**src/rtl/mem_line_master.sv**
```systemverilog
// Initiator for the 128-bit line-transfer handshake to slow memory:
// optional dirty-line write-back followed by optional refill, one transaction at a time.
module mem_line_master #(
  parameter int unsigned ADDR_W  = 28,
  parameter int unsigned LINE_W  = 128,
  parameter int unsigned TIMEOUT = 0
) (
  input  logic              clk,
  input  logic              rst,
  input  logic              req_valid,
  output logic              req_ready,
  input  logic              req_wb,
  input  logic [ADDR_W-1:0] req_wb_addr,
  input  logic [LINE_W-1:0] req_wb_data,
  input  logic              req_fill,
  input  logic [ADDR_W-1:0] req_fill_addr,
  output logic              resp_valid,
  output logic [LINE_W-1:0] resp_data,
  output logic              resp_err,
  output logic              busy,
  output logic [15:0]       fill_cnt,
  output logic              mem_read,
  output logic              mem_write,
  output logic [ADDR_W-1:0] mem_addr,
  output logic [LINE_W-1:0] mem_wdata,
  input  logic [LINE_W-1:0] mem_rdata,
  input  logic              mem_ready
);

  localparam int unsigned CNT_W  = 32;
  localparam int unsigned FCNT_W = 16;

  typedef enum logic [2:0] {IDLE, WB_REQ, GAP, RD_REQ, RESP} state_t;

  state_t              state, state_n;
  logic                fill_q, fill_n;
  logic [ADDR_W-1:0]   fill_addr_q, fill_addr_n;
  logic [CNT_W-1:0]    tmo_cnt, tmo_cnt_n;
  logic                tmo_hit;

  logic                mem_read_n, mem_write_n, busy_n, resp_valid_n, resp_err_n;
  logic [ADDR_W-1:0]   mem_addr_n;
  logic [LINE_W-1:0]   mem_wdata_n, resp_data_n;
  logic [FCNT_W-1:0]   fill_cnt_n;

  assign req_ready = (state == IDLE);

  // A phase expires after TIMEOUT unanswered cycles; a same-edge mem_ready takes priority.
  assign tmo_hit = (TIMEOUT != 0) && !mem_ready && (tmo_cnt == CNT_W'(TIMEOUT - 1));

  // Next-state and next-output logic.
  always_comb begin
    state_n     = state;
    fill_n      = fill_q;
    fill_addr_n = fill_addr_q;
    mem_addr_n  = mem_addr;
    mem_wdata_n = mem_wdata;
    resp_data_n = resp_data;
    resp_err_n  = resp_err;
    fill_cnt_n  = fill_cnt;

    case (state)
      IDLE: begin
        if (req_valid) begin
          fill_n      = req_fill;
          fill_addr_n = req_fill_addr;
          resp_err_n  = 1'b0;
          if (req_wb) begin
            state_n     = WB_REQ;
            mem_addr_n  = req_wb_addr;
            mem_wdata_n = req_wb_data;
          end else if (req_fill) begin
            state_n    = RD_REQ;
            mem_addr_n = req_fill_addr;
          end else begin
            state_n = RESP;
          end
        end
      end
      WB_REQ: begin
        if (mem_ready) begin
          state_n = fill_q ? GAP : RESP;
        end else if (tmo_hit) begin
          state_n    = RESP;
          resp_err_n = 1'b1;
        end
      end
      GAP: begin
        state_n    = RD_REQ;
        mem_addr_n = fill_addr_q;
      end
      RD_REQ: begin
        if (mem_ready) begin
          state_n     = RESP;
          resp_data_n = mem_rdata;
          if (fill_cnt != {FCNT_W{1'b1}}) fill_cnt_n = fill_cnt + FCNT_W'(1);
        end else if (tmo_hit) begin
          state_n    = RESP;
          resp_err_n = 1'b1;
        end
      end
      RESP:    state_n = IDLE;
      default: state_n = IDLE;
    endcase

    // Phase counter restarts whenever a request phase is (re)entered.
    if ((state == WB_REQ || state == RD_REQ) && state_n == state) tmo_cnt_n = tmo_cnt + CNT_W'(1);
    else tmo_cnt_n = '0;

    mem_write_n  = (state_n == WB_REQ);
    mem_read_n   = (state_n == RD_REQ);
    busy_n       = (state_n != IDLE);
    resp_valid_n = (state_n == RESP);
  end

  // State and registered outputs.
  always_ff @(posedge clk) begin
    if (rst) begin
      state       <= IDLE;
      fill_q      <= 1'b0;
      fill_addr_q <= '0;
      tmo_cnt     <= '0;
      mem_read    <= 1'b0;
      mem_write   <= 1'b0;
      mem_addr    <= '0;
      mem_wdata   <= '0;
      resp_valid  <= 1'b0;
      resp_data   <= '0;
      resp_err    <= 1'b0;
      fill_cnt    <= '0;
      busy        <= 1'b0;
    end else begin
      state       <= state_n;
      fill_q      <= fill_n;
      fill_addr_q <= fill_addr_n;
      tmo_cnt     <= tmo_cnt_n;
      mem_read    <= mem_read_n;
      mem_write   <= mem_write_n;
      mem_addr    <= mem_addr_n;
      mem_wdata   <= mem_wdata_n;
      resp_valid  <= resp_valid_n;
      resp_data   <= resp_data_n;
      resp_err    <= resp_err_n;
      fill_cnt    <= fill_cnt_n;
      busy        <= busy_n;
    end
  end

endmodule

```
**config.mk**
```make
export PLATFORM = sky130hd
export DESIGN_NAME = mem_line_master
export DESIGN_NICKNAME = d
export VERILOG_FILES = /design/src/rtl/mem_line_master.sv
export SDC_FILE = /design/constraint.sdc
export NUM_CORES = 1
export LEC_CHECK = 0
export BUFFER_PORTS_ARGS = -buffer_cell sky130_fd_sc_hd__buf_4
export CAP_MARGIN = 25
export CORE_AREA = 8 8 238 240
export DETAILED_ROUTE_END_ITERATION = 16
export DIE_AREA = 0 0 246 248
export PLACE_DENSITY = 0.47
export SLEW_MARGIN = 20
export SYNTH_ARGS = -nofsm -noshare
export SYNTH_HDL_FRONTEND = slang
export SYNTH_SLANG_ARGS = --single-unit
```
**constraint.sdc**
```tcl
create_clock -name clk -period 2.5 [get_ports clk]
set_clock_uncertainty 0.15 [all_clocks]
set_input_delay 0.5 -clock clk [delete_from_list [all_inputs] [get_ports clk]]
set_output_delay 0.5 -clock clk [all_outputs]
set_load 0.02 [all_outputs]
```
==> Yosys cells after proc, flatten, opt, wreduce, memory -nomap -nowiden <==
Cells that the tools add are included.
{ "op_classes": {"eq_ne": 9, "mux": 11, "reduce_logical": 8, "addsub": 1} }
{ "op_table": {"columns": ["cell", "n"], "rows": [
  ["two-way mux 28 bit", 3],
  ["one-hot mux 28 bit (2 select lines)", 1],
  ["two-way mux 3 bit", 6],
  ["adder 16 x 1 -> 16 bit, second input constant", 1],
  ["inequality test 16 bit, second input constant", 1],
  ["one-hot mux 3 bit (4 select lines)", 1],
  ["equality test 3 x 2 -> 1 bit, second input constant", 3],
  ["AND reduction 3 bit", 3],
  ["equality test 3 x 1 -> 1 bit, second input constant", 2],
  ["AND reduction 2 bit", 2],
  ["equality test 3 bit, second input constant", 1],
  ["logical NOT 3 bit", 1],
  ["inequality test 3 x 1 -> 1 bit, second input constant", 1],
  ["nonzero test 3 bit", 1],
  ["inequality test 2 bit, second input constant", 1],
  ["nonzero test 2 bit", 1]
]} }
{ "totals": {"ff_bits": 336, "input_bits": 318, "out_inout_bits": 306} }

==> Logic depth before layout (Yosys ltp) <==
{ "logic_depth": {"word_depth": 5, "mapped_depth": 7} }

==> Least setup slack after synthesis <==
OpenSTA, ideal clock, no wires.
{ "synth_path": {"path_type": "register to register", "start": "reg fill_cnt[0]", "end": "reg fill_cnt[1]", "path_stages_with_launch": 7, "arrival_ns": 1.842, "setup_slack_ns": 0.381, "path_cell_list": "dfxtp_1 -> ha_1 -> nand3_1 -> o41ai_2 -> buf_2 -> mux2i_1 -> nor2_1"} }
{ "synth_via": {"elab_chain_cells": 2, "elab_cells_between_ends": 3, "classes_between": "1 x add/sub; 1 x eq/ne; 1 x reduce/logical"} }
{ "synth_rtl": {"columns": ["item", "line", "source"], "rows": [
  ["start: declaration", "21", "output logic [15:0] fill_cnt,"],
  ["start signal: assignment", "144", "fill_cnt <= fill_cnt_n;"],
  ["branches (longest 2 deep; another with adder 16 x 1 -> 16 bit)", null, null]
]} }
Parallel ways; which one is timed is not known.
A chain may end at the register's enable or synchronous reset.

==> Worst setup path in the final report <==
{ "layout_path": {"start": "reg state[1]", "end": "reg mem_wdata[117]"} }
{ "layout_via": {"elab_chain_cells": 2} }
{ "layout_rtl": {"columns": ["item", "line", "source"], "rows": [
  ["start: declaration", "35", "state_t state, state_n;"],
  ["start signal: assignment", "133", "state <= state_n;"],
  ["logical NOT 3 bit", "62", "case (state)"],
  ["AND reduction 3 bit (no line)", null, null],
  ["end signal: assignment", "140", "mem_wdata <= mem_wdata_n;"],
  ["end: declaration", "25", "output logic [LINE_W-1:0] mem_wdata,"]
]} }
Every way passes these cells.

==> metrics.cfg <==
[clocking]
numCtsBuffers = 40
htree_levels = 2
hold_buffers = 14
cts_root_buffer = clkbuf_16
max-clock-path-buffers = 3
postCtsSetupRepairBufs = 0
clk_latency_ps = 550
ctsResizeCount = 0
path_clk_slew_ps = 60
cts_tree = done
clock-sinks = 336

[power_and_ir_drop]
power_frac_seq_pct = 42.8
p_int_mw = 9.83
vdd_drop_max_mv = 0.509
p_comb_share_pct = 13.5
clockPowerShare_pct = 43.6
p_leak_nw = 8.14
p_per_area_nw_per_um2 = 693
switching_share_pct = 26.2
p_total_mw = 13.3
switchingPower_mw = 3.48

[timing]
max_slew_margin_pct = 59.0
fin_crit_sh_pct = 87.5
post-route-min-period_ps = 2190
setup_viol = 0
finalSetupTns_ps = 0
final_max_slew_viol_count = 0
max_freq_ghz = 0.457
tightestPinTransition_ps = 615
grt_setup_unrepaired = false
hold_viol = 0
setup_ws_ps = 312

[global_route]
grt_max_degree = 123
gr-usage-met1_pct = 18.1
antenna_found_initial = 4
grt_most_used_layer = met2
grt_pass1_vias = 12500
grt_overflow = 0
met2_usage_pct = 27.7
track_usage_pct = 16.5
grtUsageMet3_pct = 8.88
grt_pass1_wl_um = 77800

[hold_path]
holdCritPathClass = input port to flop
holdPathStages = 3

[synth]
synth-seq-cells = 336
ys.warnings.count = 0
synth.avg_cell_area_um2 = 7.90
synth-edff-count = 0
synthTopCellsByArea = dfxtp_1 55%, nand2_1 19%, a21oi_1 13%
synth_area_leader_cell = dfxtp_1
ys_seq_area_share_pct = 54.8
async_flop_share_pct = 0
ys_types = 41
synth_area_um2 = 12300
yosysTopAreaCellShare_pct = 54.8
synthFlopType = dfxtp_1
postSynthCellCount = 1553
synthesis.nets = 1872
yosysMostFrequentCell = nand2_1
synth_common_cells = 634 x nand2_1, 336 x dfxtp_1, 325 x a21oi_1

[setup_path]
critical-path-slowest-cell = nor4b_4
cp_num_buf_inv = 3
path_common_cell = buf_4
cp.arrival_ps = 2450
required_ps = 2760
critPathMaxFanout = 56
slowest_delay_ps = 420
path_class = flop to flop
r2r_cells = 7
cp-end-kind = flop
critical_path.cell_chain = buf_4 -> nor4b_4 -> buf_4 -> nand2_4 -> buf_4 -> nand2_1 -> a21oi_1
cp_top_family = buffers and inverters
path_depth = 7
worstSetupStartpointType = flop

[routing]
route.detailed.drc = 0
firstDrtPassIters = 5
vias_per_cell = 4.41
wl_um = 54100
wl_per_cell_um = 18.9
drtIter0Drc = 563
drtAntennaViolNets = 0
route.vias.total = 12700

[placement]
place.gp.congestion = 0.798
hpwl_um = 41100
place_ws_ps = 288
place.port_buffers = 622

[floorplan]
num_io_pins = 624
die_h_um = 248
coreArea_um2 = 53100
die_area_um2 = 61000
die_x_um = 246
initial_core_util_pct = 23.1
row_count = 85

[finish]
final_nets = 2462
drive_gt1_share_pct = 33.4
area_growth_pct = 56.6
fillers = 5610

[run]
drv_cap = 0

[status]
outcome = completed

-- flip-flops by register name, summed over array words and instances (netlist names) --
signal / cells
mem_wdata: 128
fill_q: 1
resp_data: 128
busy: 1
mem_addr: 28
mem_read: 1
state: 3
mem_write: 1
resp_valid: 1
fill_addr_q: 28
fill_cnt: 16
-- routing by layer --
layer  share of wire [%]  vias to the layer above
met1                  38                     5835
li1                    -                     6296
met3                  12                       54
met2                  48                      464
met4                 1.9                        4
met5               0.043                        -
-- power groups by stage --
stage,sequential [mW],clock [mW],combinational (mW)
floorplan,6.01,0,0.601
global placement,5.81,0,1.81
detailed placement,5.82,0,1.82
CTS,5.70,6.03,1.84
global route,5.73,6.26,1.96
finish,5.70,5.81,1.80
-- cell type report --
type                            count  area [um2]  area share [%]
Tap cell                          696         871            4.53
Inverter                            2        7.51          0.0391
Multi-Input combinational cell   1095        5090            26.5
Clock inverter                     14         135           0.703
Clock buffer                       57        1160            6.02
Timing Repair Buffer              668        5230            27.2
Antenna cell                        1        2.50          0.0130
Sequential cell                   336        6730            35.0
-- worst reg2reg max path: stages (launching register included) --
cell and delay, ps:
dfxtp_1 360, buf_4 190, nor4b_4 420, buf_4 270, nand2_4 80, buf_4 320
nand2_1 190, a21oi_1 70
-- cell families (layout without fill, tap and decap cells) --
family | Yosys count | after routing | share of synthesized area [%]
simple gates | 686 | 686 | 22.2
compound gates | 375 | 375 | 16.3
flops | 336 | 336 | 54.8
buf+inv | 122 | 741 | 3.97
mux | 30 | 30 | 2.45
xor+xnor | 2 | 2 | 0.143
fa+ha+maj | 1 | 1 | 0.102
other cells | 1 | 2 | 0.0306
-- per-stage QoR --
stage / cell area (um2) / hold WS (ps) / util [%] / std cells
after detailed placement: 17800 / 295 / 33.5 / 2783
final: 19200 / 44.1 / 36.2 / 2869
after global placement: 17800 / 291 / 33.5 / 2783
after global routing: 19200 / 9.04 / 36.2 / 2868
after floorplan: 12300 / 282 / - / 1553
after CTS: 19200 / 0.200 / 36.2 / 2868
-- worst paths after layout --
| check | endpoint | start | slack, ps |
|---|---|---|---|
| setup / recovery | mem_wdata[117] | state[1] | 310 |
| hold / removal | resp_data[101] | mem_rdata[101] | 40 |
| setup reg to reg | mem_wdata[117] | state[1] | 310 |
| hold reg to reg | fill_addr_q[12] | fill_addr_q[12] | 300 |
-- cells in the final DEF, fill, tap and decap left out, types with 7 or more instances in the layout --
| cell type | Yosys | routed |
|---|---|---|
| buf_4 | 2 | 639 |
| dfxtp_1 | 336 | 336 |
| o21ai_0 | 7 | 7 |
| nand2_1 | 634 | 633 |
| buf_12 | 0 | 14 |
| clkinv_2 | 0 | 8 |
| nor2_1 | 9 | 9 |
| a21oi_1 | 325 | 325 |
| mux2i_1 | 30 | 30 |
| dlygate4sd3_1 | 0 | 14 |
| clkbuf_8 | 0 | 7 |
| or4_1 | 8 | 8 |
| o211ai_1 | 28 | 28 |
| clkbuf_1 | 98 | 9 |
| clkbuf_16 | 0 | 41 |
Power figures use the tool's default switching activity.
